`config.mk`:
```
export PLATFORM = sky130hd
export DESIGN_NAME = tri_raster_flat
export DESIGN_NICKNAME = d
export VERILOG_FILES = /design/src/rtl/tri_raster_pkg.sv /design/src/rtl/tri_raster_if.sv /design/src/rtl/tri_raster_edge_fn.sv /design/src/rtl/tri_raster.sv /design/src/flat_wrapper.sv
export SDC_FILE = /design/constraint.sdc
export NUM_CORES = 2
export LEC_CHECK = 0
export CAP_MARGIN = 20
export CORE_ASPECT_RATIO = 0.7
export CORE_MARGIN = 5
export CORE_UTILIZATION = 60
export CTS_CLUSTER_DIAMETER = 200
export DETAILED_ROUTE_END_ITERATION = 10
export GPL_ROUTABILITY_DRIVEN = 0
export HOLD_SLACK_MARGIN = 0.03
export PLACE_DENSITY_LB_ADDON = 0.15
export SLEW_MARGIN = 20
export SYNTH_ARGS = -nofsm -noshare
export SYNTH_HDL_FRONTEND = slang
export SYNTH_SLANG_ARGS = --single-unit
export TNS_END_PERCENT = 50
```
`constraint.sdc`:
```
create_clock -name clk_in -period 10.04 [get_ports clk_in]
set_clock_uncertainty 0.1 [all_clocks]
set_input_delay 2.008 -clock clk_in [delete_from_list [all_inputs] [get_ports clk_in]]
set_output_delay 2.008 -clock clk_in [all_outputs]
set_load 0.01 [all_outputs]
```
`src/rtl/tri_raster_pkg.sv`:
```
// Shared types for the fp-3D triangle rasterizer: coordinate, vector and edge widths plus FSM states.
package fp3d_pkg;
  localparam int COORD_W = 6;
  localparam int EDGE_W  = 2 * COORD_W + 6;

  typedef logic [COORD_W-1:0]        coord_t;
  typedef logic signed [COORD_W:0]   vec_t;
  typedef logic signed [EDGE_W-1:0]  edge_t;

  typedef enum logic [1:0] {
    IDLE  = 2'd0,
    SETUP = 2'd1,
    SCAN  = 2'd2,
    DRAIN = 2'd3
  } raster_state_t;
endpackage

```
`src/rtl/tri_raster_if.sv`:
```
// Triangle-in / pixel-out bus of tri_raster; master drives triangles and pixel ready.
interface tri_raster_if
  import fp3d_pkg::*;
#(
  parameter int W = COORD_W
);
  logic [W-1:0]      point_ax, point_ay;
  logic signed [W:0] vec_ab_x, vec_ab_y, vec_ac_x, vec_ac_y;
  logic              tri_valid_in, tri_ready_out;
  logic [W-1:0]      pix_x_out, pix_y_out;
  logic              pix_valid_out, pix_ready_in;
  logic              busy_out, done_out;

  modport master (
    output point_ax, point_ay, vec_ab_x, vec_ab_y, vec_ac_x, vec_ac_y,
    output tri_valid_in, pix_ready_in,
    input  tri_ready_out, pix_x_out, pix_y_out, pix_valid_out, busy_out, done_out
  );

  modport slave (
    input  point_ax, point_ay, vec_ab_x, vec_ab_y, vec_ac_x, vec_ac_y,
    input  tri_valid_in, pix_ready_in,
    output tri_ready_out, pix_x_out, pix_y_out, pix_valid_out, busy_out, done_out
  );
endinterface

```
`src/rtl/tri_raster_edge_fn.sv`:
```
// Combinational signed 2-D cross product u.x*v.y - u.y*v.x, widened to OUT_W before multiplying.
module edge_fn #(
  parameter int IN_W  = 9,
  parameter int OUT_W = 18
) (
  input  logic signed [IN_W-1:0]  i_ux,
  input  logic signed [IN_W-1:0]  i_uy,
  input  logic signed [IN_W-1:0]  i_vx,
  input  logic signed [IN_W-1:0]  i_vy,
  output logic signed [OUT_W-1:0] o_cross
);
  function automatic logic signed [OUT_W-1:0] sext(input logic signed [IN_W-1:0] v);
    return {{(OUT_W-IN_W){v[IN_W-1]}}, v};
  endfunction

  assign o_cross = sext(i_ux) * sext(i_vy) - sext(i_uy) * sext(i_vx);
endmodule

```
`src/rtl/tri_raster.sv`:
```
// Triangle rasterizer: scans the clipped bounding box one candidate per cycle, streams covered pixels.
// Optional macro TRI_RASTER_BACKFACE_CULL_EN: negative-area triangles produce no pixels.
module tri_raster
  import fp3d_pkg::*;
#(
  parameter int MAX_BIT_WIDTH = COORD_W
) (
  input  logic        clk_in,
  input  logic        rst_in,
  tri_raster_if.slave bus
);
  localparam int W  = MAX_BIT_WIDTH;
  localparam int SW = W + 3;
  localparam int EW = 2 * W + 6;
  localparam logic signed [SW-1:0] MAXC = SW'((1 << W) - 1);

  function automatic logic signed [SW-1:0] sx_coord(input logic [W-1:0] c);
    return $signed({3'b000, c});
  endfunction

  function automatic logic signed [SW-1:0] sx_vec(input logic signed [W:0] v);
    return {{2{v[W]}}, v};
  endfunction

  function automatic logic signed [SW-1:0] min3(input logic signed [SW-1:0] a, b, c);
    logic signed [SW-1:0] m;
    m = (a < b) ? a : b;
    return (m < c) ? m : c;
  endfunction

  function automatic logic signed [SW-1:0] max3(input logic signed [SW-1:0] a, b, c);
    logic signed [SW-1:0] m;
    m = (a > b) ? a : b;
    return (m > c) ? m : c;
  endfunction

  function automatic logic [W-1:0] clip_lo(input logic signed [SW-1:0] v);
    return v[SW-1] ? '0 : v[W-1:0];
  endfunction

  function automatic logic [W-1:0] clip_hi(input logic signed [SW-1:0] v);
    return (v > MAXC) ? MAXC[W-1:0] : v[W-1:0];
  endfunction

  // Edges are inclusive; for clockwise triangles the sign of every term flips.
  function automatic logic edge_ok(input logic signed [EW-1:0] e, input logic neg);
    return neg ? (e[EW-1] || (e == '0)) : !e[EW-1];
  endfunction

  raster_state_t     r_state;
  logic [W-1:0]      r_ax, r_ay, r_px, r_py, r_xmin, r_xmax, r_ymax, r_pix_x, r_pix_y;
  logic signed [W:0] r_abx, r_aby, r_acx, r_acy;
  logic              r_valid, r_done;

  logic signed [SW-1:0] w_ax, w_ay, w_abx, w_aby, w_acx, w_acy, w_bx, w_by, w_cx, w_cy;
  logic signed [SW-1:0] w_px, w_py, w_dx, w_dy, w_eux, w_euy, w_qx, w_qy;
  logic signed [SW-1:0] w_lox, w_hix, w_loy, w_hiy;
  logic signed [EW-1:0] w_area, w_e1, w_e2, w_e3;
  logic                 w_degen, w_empty, w_inside, w_adv, w_last;

  assign w_ax  = sx_coord(r_ax);
  assign w_ay  = sx_coord(r_ay);
  assign w_abx = sx_vec(r_abx);
  assign w_aby = sx_vec(r_aby);
  assign w_acx = sx_vec(r_acx);
  assign w_acy = sx_vec(r_acy);
  assign w_bx  = w_ax + w_abx;
  assign w_by  = w_ay + w_aby;
  assign w_cx  = w_ax + w_acx;
  assign w_cy  = w_ay + w_acy;
  assign w_px  = sx_coord(r_px);
  assign w_py  = sx_coord(r_py);
  assign w_dx  = w_px - w_ax;
  assign w_dy  = w_py - w_ay;
  assign w_eux = w_acx - w_abx;
  assign w_euy = w_acy - w_aby;
  assign w_qx  = w_px - w_bx;
  assign w_qy  = w_py - w_by;

  assign w_lox = min3(w_ax, w_bx, w_cx);
  assign w_hix = max3(w_ax, w_bx, w_cx);
  assign w_loy = min3(w_ay, w_by, w_cy);
  assign w_hiy = max3(w_ay, w_by, w_cy);
  assign w_empty = w_hix[SW-1] || w_hiy[SW-1] || (w_lox > MAXC) || (w_loy > MAXC);

  edge_fn #(.IN_W(SW), .OUT_W(EW)) u_area (
    .i_ux(w_abx), .i_uy(w_aby), .i_vx(w_acx), .i_vy(w_acy), .o_cross(w_area));
  edge_fn #(.IN_W(SW), .OUT_W(EW)) u_e1 (
    .i_ux(w_abx), .i_uy(w_aby), .i_vx(w_dx), .i_vy(w_dy), .o_cross(w_e1));
  edge_fn #(.IN_W(SW), .OUT_W(EW)) u_e2 (
    .i_ux(w_dx), .i_uy(w_dy), .i_vx(w_acx), .i_vy(w_acy), .o_cross(w_e2));
  edge_fn #(.IN_W(SW), .OUT_W(EW)) u_e3 (
    .i_ux(w_eux), .i_uy(w_euy), .i_vx(w_qx), .i_vy(w_qy), .o_cross(w_e3));

`ifdef TRI_RASTER_BACKFACE_CULL_EN
  assign w_degen = (w_area == '0) || w_area[EW-1];
`else
  assign w_degen = (w_area == '0);
`endif

  assign w_inside = edge_ok(w_e1, w_area[EW-1]) && edge_ok(w_e2, w_area[EW-1]) &&
                    edge_ok(w_e3, w_area[EW-1]);
  assign w_adv  = !r_valid || bus.pix_ready_in;
  assign w_last = (r_px == r_xmax) && (r_py == r_ymax);

  // Control: FSM, output valid/pixel and done pulse
  always_ff @(posedge clk_in) begin
    if (rst_in) begin
      r_state <= IDLE;
      r_valid <= 1'b0;
      r_done  <= 1'b0;
      r_pix_x <= '0;
      r_pix_y <= '0;
    end else begin
      r_done <= 1'b0;
      case (r_state)
        IDLE:  if (bus.tri_valid_in) r_state <= SETUP;
        SETUP: r_state <= (w_degen || w_empty) ? DRAIN : SCAN;
        SCAN: begin
          if (w_adv) begin
            r_pix_x <= r_px;
            r_pix_y <= r_py;
            r_valid <= w_inside;
            if (w_last) r_state <= DRAIN;
          end
        end
        DRAIN: begin
          if (w_adv) begin
            r_valid <= 1'b0;
            r_done  <= 1'b1;
            r_state <= IDLE;
          end
        end
        default: r_state <= IDLE;
      endcase
    end
  end

  // Datapath: captured triangle, clipped box and scan position
  always_ff @(posedge clk_in) begin
    if (r_state == IDLE && bus.tri_valid_in) begin
      r_ax  <= bus.point_ax;
      r_ay  <= bus.point_ay;
      r_abx <= bus.vec_ab_x;
      r_aby <= bus.vec_ab_y;
      r_acx <= bus.vec_ac_x;
      r_acy <= bus.vec_ac_y;
    end
    if (r_state == SETUP) begin
      r_xmin <= clip_lo(w_lox);
      r_xmax <= clip_hi(w_hix);
      r_ymax <= clip_hi(w_hiy);
      r_px   <= clip_lo(w_lox);
      r_py   <= clip_lo(w_loy);
    end else if (r_state == SCAN && w_adv) begin
      if (r_px == r_xmax) begin
        r_px <= r_xmin;
        r_py <= r_py + 1'b1;
      end else begin
        r_px <= r_px + 1'b1;
      end
    end
  end

  assign bus.tri_ready_out = (r_state == IDLE);
  assign bus.busy_out      = (r_state != IDLE);
  assign bus.pix_valid_out = r_valid;
  assign bus.pix_x_out     = r_pix_x;
  assign bus.pix_y_out     = r_pix_y;
  assign bus.done_out      = r_done;
endmodule
```
`src/flat_wrapper.sv`:
```
// flat-port wrapper written by rule: the top's interface ports become plain ports
module tri_raster_flat import fp3d_pkg::*;
#(
  parameter int MAX_BIT_WIDTH = COORD_W
)
  (clk_in, rst_in, bus_point_ax, bus_point_ay, bus_vec_ab_x, bus_vec_ab_y, bus_vec_ac_x, bus_vec_ac_y, bus_tri_valid_in, bus_pix_ready_in, bus_tri_ready_out, bus_pix_x_out, bus_pix_y_out, bus_pix_valid_out, bus_busy_out, bus_done_out);
  tri_raster_if bus_i ();
  input  logic clk_in;
  input  logic rst_in;
  input wire logic [$bits(bus_i.point_ax)-1:0] bus_point_ax;
  input wire logic [$bits(bus_i.point_ay)-1:0] bus_point_ay;
  input wire logic [$bits(bus_i.vec_ab_x)-1:0] bus_vec_ab_x;
  input wire logic [$bits(bus_i.vec_ab_y)-1:0] bus_vec_ab_y;
  input wire logic [$bits(bus_i.vec_ac_x)-1:0] bus_vec_ac_x;
  input wire logic [$bits(bus_i.vec_ac_y)-1:0] bus_vec_ac_y;
  input wire logic [$bits(bus_i.tri_valid_in)-1:0] bus_tri_valid_in;
  input wire logic [$bits(bus_i.pix_ready_in)-1:0] bus_pix_ready_in;
  output wire logic [$bits(bus_i.tri_ready_out)-1:0] bus_tri_ready_out;
  output wire logic [$bits(bus_i.pix_x_out)-1:0] bus_pix_x_out;
  output wire logic [$bits(bus_i.pix_y_out)-1:0] bus_pix_y_out;
  output wire logic [$bits(bus_i.pix_valid_out)-1:0] bus_pix_valid_out;
  output wire logic [$bits(bus_i.busy_out)-1:0] bus_busy_out;
  output wire logic [$bits(bus_i.done_out)-1:0] bus_done_out;
  assign bus_i.point_ax = bus_point_ax;
  assign bus_i.point_ay = bus_point_ay;
  assign bus_i.vec_ab_x = bus_vec_ab_x;
  assign bus_i.vec_ab_y = bus_vec_ab_y;
  assign bus_i.vec_ac_x = bus_vec_ac_x;
  assign bus_i.vec_ac_y = bus_vec_ac_y;
  assign bus_i.tri_valid_in = bus_tri_valid_in;
  assign bus_i.pix_ready_in = bus_pix_ready_in;
  assign bus_tri_ready_out = bus_i.tri_ready_out;
  assign bus_pix_x_out = bus_i.pix_x_out;
  assign bus_pix_y_out = bus_i.pix_y_out;
  assign bus_pix_valid_out = bus_i.pix_valid_out;
  assign bus_busy_out = bus_i.busy_out;
  assign bus_done_out = bus_i.done_out;
  tri_raster #(.MAX_BIT_WIDTH(MAX_BIT_WIDTH)) u_core (.clk_in(clk_in), .rst_in(rst_in), .bus(bus_i));
endmodule
```
# After elaboration in Yosys (flattened, before gate mapping)
# Cells that the tools add are included.
dict set report op_classes {
  order_cmp 12
  n_mul 8
  bitwise_logic 1
  add_sub_neg 16
  eq_ne 9
  n_reduce_logical 31
  muxes 29
}
# cell n
set ops {}
lappend ops {{7-bit by 7-bit multiplier with 14-bit output} 6}
lappend ops {{18-bit zero test} 4}
lappend ops {{9-bit 2-to-1 mux} 8}
lappend ops {{6-bit 2-to-1 mux} 8}
lappend ops {{14-bit by 14-bit subtractor with 15-bit output} 3}
lappend ops {{9-bit by 7-bit greater-than comparator with 1-bit output, second input constant} 4}
lappend ops {{8-bit by 9-bit multiplier with 17-bit output} 2}
lappend ops {{7-bit by 7-bit adder with 8-bit output} 4}
lappend ops {{9-bit greater-than comparator} 2}
lappend ops {{9-bit less-than comparator} 2}
lappend ops {{18-bit subtractor} 1}
lappend ops {{7-bit by 8-bit subtractor with 9-bit output} 2}
lappend ops {{7-bit by 8-bit greater-than comparator with 1-bit output} 2}
lappend ops {{7-bit by 8-bit less-than comparator with 1-bit output} 2}
lappend ops {{7-bit by 7-bit subtractor with 8-bit output} 2}
lappend ops {{6-bit by 6-bit subtractor with 7-bit output} 2}
lappend ops {{6-bit by 1-bit adder with 6-bit output, second input constant} 2}
lappend ops {{6-bit == test} 2}
lappend ops {{1-bit logical OR} 8}
lappend ops {{2-bit 2-to-1 mux} 4}
lappend ops {{2-bit case mux with 4 select lines} 1}
lappend ops {{2-bit nonzero test} 4}
lappend ops {{1-bit 2-to-1 mux} 7}
lappend ops {{2-bit by 1-bit != test with 1-bit output, second input constant} 3}
lappend ops {{other kinds (12)} 21}
dict set report word_totals {
  register_bits 86
  elab_cells 122
  output_inout_bits 16
  in_bits 44
}

# Logic depth before layout (Yosys ltp)
dict set report depth {
  depth_word 11
  depth_mapped 41
  mapped_depth_nobuf 40
}

# Cells and area by module
# From an unflattened synthesis, not the netlist that was laid out.
dict set report unflattened {
  hier_cells 3640
  hier_area_um2 34324.2
}
# module seq_area_each_um2 n_inst area_each_um2 cells_per_inst
set modules_own_cells {}
lappend modules_own_cells {tri_raster 2422.3 1 7876.3 860}
lappend modules_own_cells {{edge_fn (u_core.u_e1)} 0.0 1 6628.9 700}
lappend modules_own_cells {{edge_fn (u_core.u_e3)} 0.0 1 6612.6 692}
lappend modules_own_cells {{edge_fn (u_core.u_e2)} 0.0 1 6606.3 700}
lappend modules_own_cells {{edge_fn (u_core.u_area)} 0.0 1 6600.1 688}

# Worst setup path before layout
# OpenSTA, ideal clock, no wires.
dict set report synth_path {
  kind {reg-to-reg}
  startpoint {register u_core.r_ax[0]}
  endpoint {register u_core.r_valid (netlist: u_core.bus.pix_valid_out)}
  t_arrival_ps 8815
  stages_incl_launch_ff 40
  setup_ps 66
  n_path_buf 0
  period_less_slack_ps 8981
  path_slack_ps 1059
  cell_sequence {edfxtp_1 -> ha_1 -> fa_1 -> inv_1 -> ha_1 -> nor2b_1 -> o21ai_0 -> nand2b_1 -> maj3_1 -> maj3_1 -> o21ai_1 -> o21ai_0 -> o31a_1 -> or2_1 -> fa_1 -> fa_1 -> inv_1 -> fa_1 -> [4 not listed] -> a21oi_1 -> o21bai_1 -> a21oi_1 -> nor2b_1 -> o21a_1 -> o31a_1 -> o41ai_1 -> xnor2_1 -> ha_1 -> inv_1 -> a222oi_1 -> o2111a_1 -> o2111ai_1 -> nor4_1 -> nand4_1 -> nor4_1 -> nand4_1 -> a21oi_2}
}
dict set report synth_via {
  elab_chain_cells 10
}
# element line_no
set synth_rtl {}
lappend synth_rtl {{start, declared} tri_raster.sv:51} ;# logic [W-1:0] r_ax, r_ay, r_px, r_py, r_xmin, r_xmax, r_ymax, r_pix_x, r_pix_y;
lappend synth_rtl {{start signal, assigned} tri_raster.sv:142} ;# r_ax <= bus.point_ax;
lappend synth_rtl {{7-bit by 7-bit adder with 8-bit output or 6-bit by 6-bit subtractor with 7-bit output (tied branches)} {tri_raster.sv:67, tri_raster.sv:73}}
lappend synth_rtl {{7-bit by 8-bit subtractor with 9-bit output or 7-bit by 7-bit multiplier with 14-bit output (tied branches)} {tri_raster.sv:77, tri_raster_edge_fn.sv:16}}
lappend synth_rtl {{8-bit by 9-bit multiplier with 17-bit output or 14-bit by 14-bit subtractor with 15-bit output (tied branches)} tri_raster_edge_fn.sv:16} ;# assign o_cross = sext(i_ux) * sext(i_vy) - sext(i_uy) * sext(i_vx);
lappend synth_rtl {{18-bit subtractor or 18-bit zero test (tied branches)} {tri_raster_edge_fn.sv:16, tri_raster.sv:47}}
lappend synth_rtl {{18-bit zero test or 1-bit logical OR (tied branches)} tri_raster.sv:47} ;# return neg ? (e[EW-1] || (e == '0)) : !e[EW-1];
lappend synth_rtl {{1-bit logical OR or 1-bit 2-to-1 mux (tied branches)} tri_raster.sv:47}
lappend synth_rtl {{1-bit 2-to-1 mux or 1-bit logical AND (tied branches)} {tri_raster.sv:47, tri_raster.sv:101}}
lappend synth_rtl {{1-bit logical AND (*)} tri_raster.sv:101} ;# assign w_inside = edge_ok(w_e1, w_area[EW-1]) && edge_ok(w_e2, w_area[EW-1]) &&
lappend synth_rtl {{1-bit 2-to-1 mux (*)} tri_raster.sv:120} ;# if (w_adv) begin
lappend synth_rtl {{1-bit case mux with 2 select lines (*)} tri_raster.sv:116} ;# case (r_state)
lappend synth_rtl {{end signal, assigned} tri_raster.sv:123} ;# r_valid <= w_inside;
lappend synth_rtl {{end, declared} tri_raster.sv:53} ;# logic r_valid, r_done;
# Every way passes the cells marked *; elsewhere a longest branch is shown, timed or not. The select of a mux whose other input is x is not followed.
# A chain may end at the register's enable or synchronous reset.

# Final worst setup path
# Ends and elaborated chain as after synthesis.

==> flow_metrics.py <==
metrics = {
    "clocking": {
        "cts_tree": "done",
        "cts_buffers": 9,
        "ctsRootBufferMaster": "clkbuf_16",
        "clock_latency_ps": 380,
        "clk_pin_slew_ps": 80,
        "htree_levels": 3,
        "cts.path.max_buffers": 2,
        "cts.sinks": 86,
        "hold_buffers": 0,
    },
    "grt": {
        "gr-usage-all-layers_pct": 30.37,
        "grt_max_degree": 41,
        "antenna_found_initial": 5,
        "grt_pass1_wl_um": 114100,
        "grt_overflow": 0,
        "grt_pass1_vias": 21520,
    },
    "logic_synthesis": {
        "synth_edf_count": 70,
        "synth_area_um2": 26090,
        "yosysWarningCount": 0,
        "synthCells": 2860,
        "syn_nets": 3690,
        "synth-main-ff-cell": "edfxtp_1",
        "yosysSeqAreaShare_pct": 9.284,
        "avgSynthCellArea_um2": 9.122,
        "synth_cell_type_count": 78,
        "async_reset_ff_share_pct": 0,
        "ys_ff_latch": 86,
    },
    "route": {
        "wire_per_inst_um": 19.95,
        "drtPass1Iterations": 8,
        "final_antenna_net_count": 0,
        "first_iter_violations": 1795,
        "vias_per_cell": 5.729,
        "via_count": 20150,
        "drc_errors": 0,
        "finalWirelength_um": 70160,
    },
    "sta": {
        "period_share_pct": 95.82,
        "fin_crit_ps": 9621,
        "setup_ws_ps": 419.4,
        "setup_viol": 0,
        "hold_viol_final": 0,
        "fmax_ghz": 0.1039,
        "drv_slew": 0,
        "fin_tns_setup_ps": 0,
        "max_slew_margin_pct": 27.80,
        "worst_pin_slew_ps": 1078,
    },
    "placed_design": {
        "io_buffer_count": 59,
        "place_area_um2": 27520,
        "dp_hpwl_um": 58790,
        "pre_cts_ws_ps": 173.3,
    },
    "layout": {
        "seq_area_um2": 2422,
        "multi_input_area_um2": 21270,
        "drive_gt1_share_pct": 4.679,
        "most-common-layout-cells": "inv_1, fa_1, ha_1, nor2_1, nand2_1",
        "fin_nets": 3753,
        "final.fill_count": 3514,
        "final_area_um2": 28010,
        "final_common_cell": "inv_1",
        "area_delta_synth_final_pct": 7.357,
    },
    "outcome": {
        "status": "finished clean",
    },
    "floorplan": {
        "dieArea_um2": 47820,
        "initial_utilization_pct": 61.18,
        "die_w_um": 259.2,
        "placementRows": 63,
        "die_h_um": 184.5,
        "core_um2": 42640,
        "ios": 60,
    },
    "setup_path": {
        "critical_path_class": "flop to flop",
        "start_kind": "flop",
        "worstSetupStartpoint": "u_core.r_ax[0]",
        "crit_arrival_ps": 9840,
        "critPathCaptureType": "flop",
        "crit_slowest_cell": "fa_1",
        "cp_max_fo": 6,
        "r2r_start": "u_core.r_ax[0]",
        "cpMostUsedCell": "fa_1",
        "critPathMaxStageDelay_ps": 570,
        "required_ps": 10260,
    },
    "min_path": {
        "hold_path_class": "flop to flop",
        "min_from": "u_core.bus.pix_x_out[1]",
    },
    "job": {
        "drv_cap": 0,
    },
}
-- final timing paths --
kind / to / slack, ps / cells after the start
worst max-delay path: u_core.bus.pix_valid_out / 420 / 39
worst min-delay path: u_core.bus.pix_x_out[1] / 350 / 2
worst max register to register: u_core.bus.pix_valid_out / 420 / 39
worst min register to register: u_core.bus.pix_x_out[1] / 350 / 2
-- layer usage --
metal | vias up | track usage (%) | share of wire [%]
met5 | - | 0 | 0
met2 | 817 | 46.48 | 43
met4 | 0 | 8.999 | 2.9
met1 | 10050 | 42.38 | 43
li1 | 9154 | - | -
met3 | 134 | 9.066 | 10
-- cells by family after synthesis --
family          synth area share [%]
simple gates                   13.18
fa+ha+maj                      50.91
flops                          9.285
buf+inv                        9.654
mux                            1.256
xor+xnor                       6.340
compound gates                 9.381
-- layout make-up --
type	instances	area share, %
Clock inverter	6	0.2502
Inverter	610	8.175
Clock buffer	10	0.8175
Multi-Input combinational cell	2104	75.93
Timing Repair Buffer	112	3.529
Sequential cell	86	8.648
Tap cell	585	2.613
Antenna cell	4	0.03574
-- sequential cells by signal, indices dropped and copies added, names as in the netlist --
signal / cells
u_core.r_acy: 7
u_core.r_ay: 6
u_core.r_aby: 7
u_core.r_abx: 7
u_core.r_xmin: 6
u_core.r_py: 6
u_core.r_state: 2
u_core.r_px: 6
u_core.bus.pix_x_out: 6
u_core.bus.pix_y_out: 6
u_core.bus.done_out: 1
u_core.r_acx: 7
u_core.r_ymax: 6
u_core.r_ax: 6
u_core.bus.pix_valid_out: 1
u_core.r_xmax: 6
-- synthesized netlist by cell type, types with 8 or more instances --
| master | instances | area, um^2 |
|---|---|---|
| a21oi_1 | 104 | 520.5 |
| fa_1 | 444 | 8889 |
| or2_2 | 19 | 118.9 |
| inv_1 | 605 | 2271 |
| nand3_1 | 16 | 80.08 |
| o211ai_1 | 14 | 105.1 |
| nand2b_1 | 24 | 150.1 |
| nor4_1 | 8 | 50.05 |
| edfxtp_1 | 70 | 2102 |
| a211oi_1 | 10 | 75.07 |
| nor2b_1 | 38 | 237.7 |
| xor2_1 | 41 | 359.1 |
| mux2i_1 | 26 | 260.3 |
| nor2_1 | 230 | 863.3 |
| dfxtp_1 | 16 | 320.3 |
| xnor2_1 | 139 | 1217 |
| o21bai_1 | 22 | 165.2 |
| nor3_1 | 18 | 90.09 |
| nand2_1 | 187 | 701.9 |
| o22ai_1 | 8 | 50.05 |
| clkbuf_1 | 57 | 214.0 |
| and2_1 | 139 | 869.6 |
| ha_1 | 342 | 4279 |
| o21a_1 | 18 | 135.1 |
| a21o_1 | 48 | 360.4 |
| maj3_1 | 8 | 80.08 |
| o21ai_0 | 74 | 370.4 |
| a31oi_1 | 13 | 81.33 |
-- metrics by stage --
| step | std cells | utilization (%) | hold slack (ps) |
|---|---|---|---|
| after floorplan | 2860 | - | 380.5 |
| after global routing | 3517 | 65.68 | 377.2 |
| after detailed placement | 3486 | 64.54 | 346.6 |
| after global placement | 3486 | 64.54 | 343.0 |
| final | 3517 | 65.68 | 354.4 |
| after CTS | 3502 | 65.24 | 356.1 |
-- worst max-delay path: cells and delay by family, from the launching register on --
kind | cells | cell delay [ps]
compound gates | 14 | 2610
xor+xnor | 1 | 160
fa+ha+maj | 11 | 4500
buf+inv | 5 | 300
flops | 1 | 490
simple gates | 8 | 1390
-- repair_timing --
item                                    in CTS  in global routing
endpoints found under the setup margin       0                  1
setup buffers                                0                 11
resized for setup                            0                 19
Power is not shown: default switching activity piles up to over one toggle a cycle in this logic, so the estimate is an artifact.
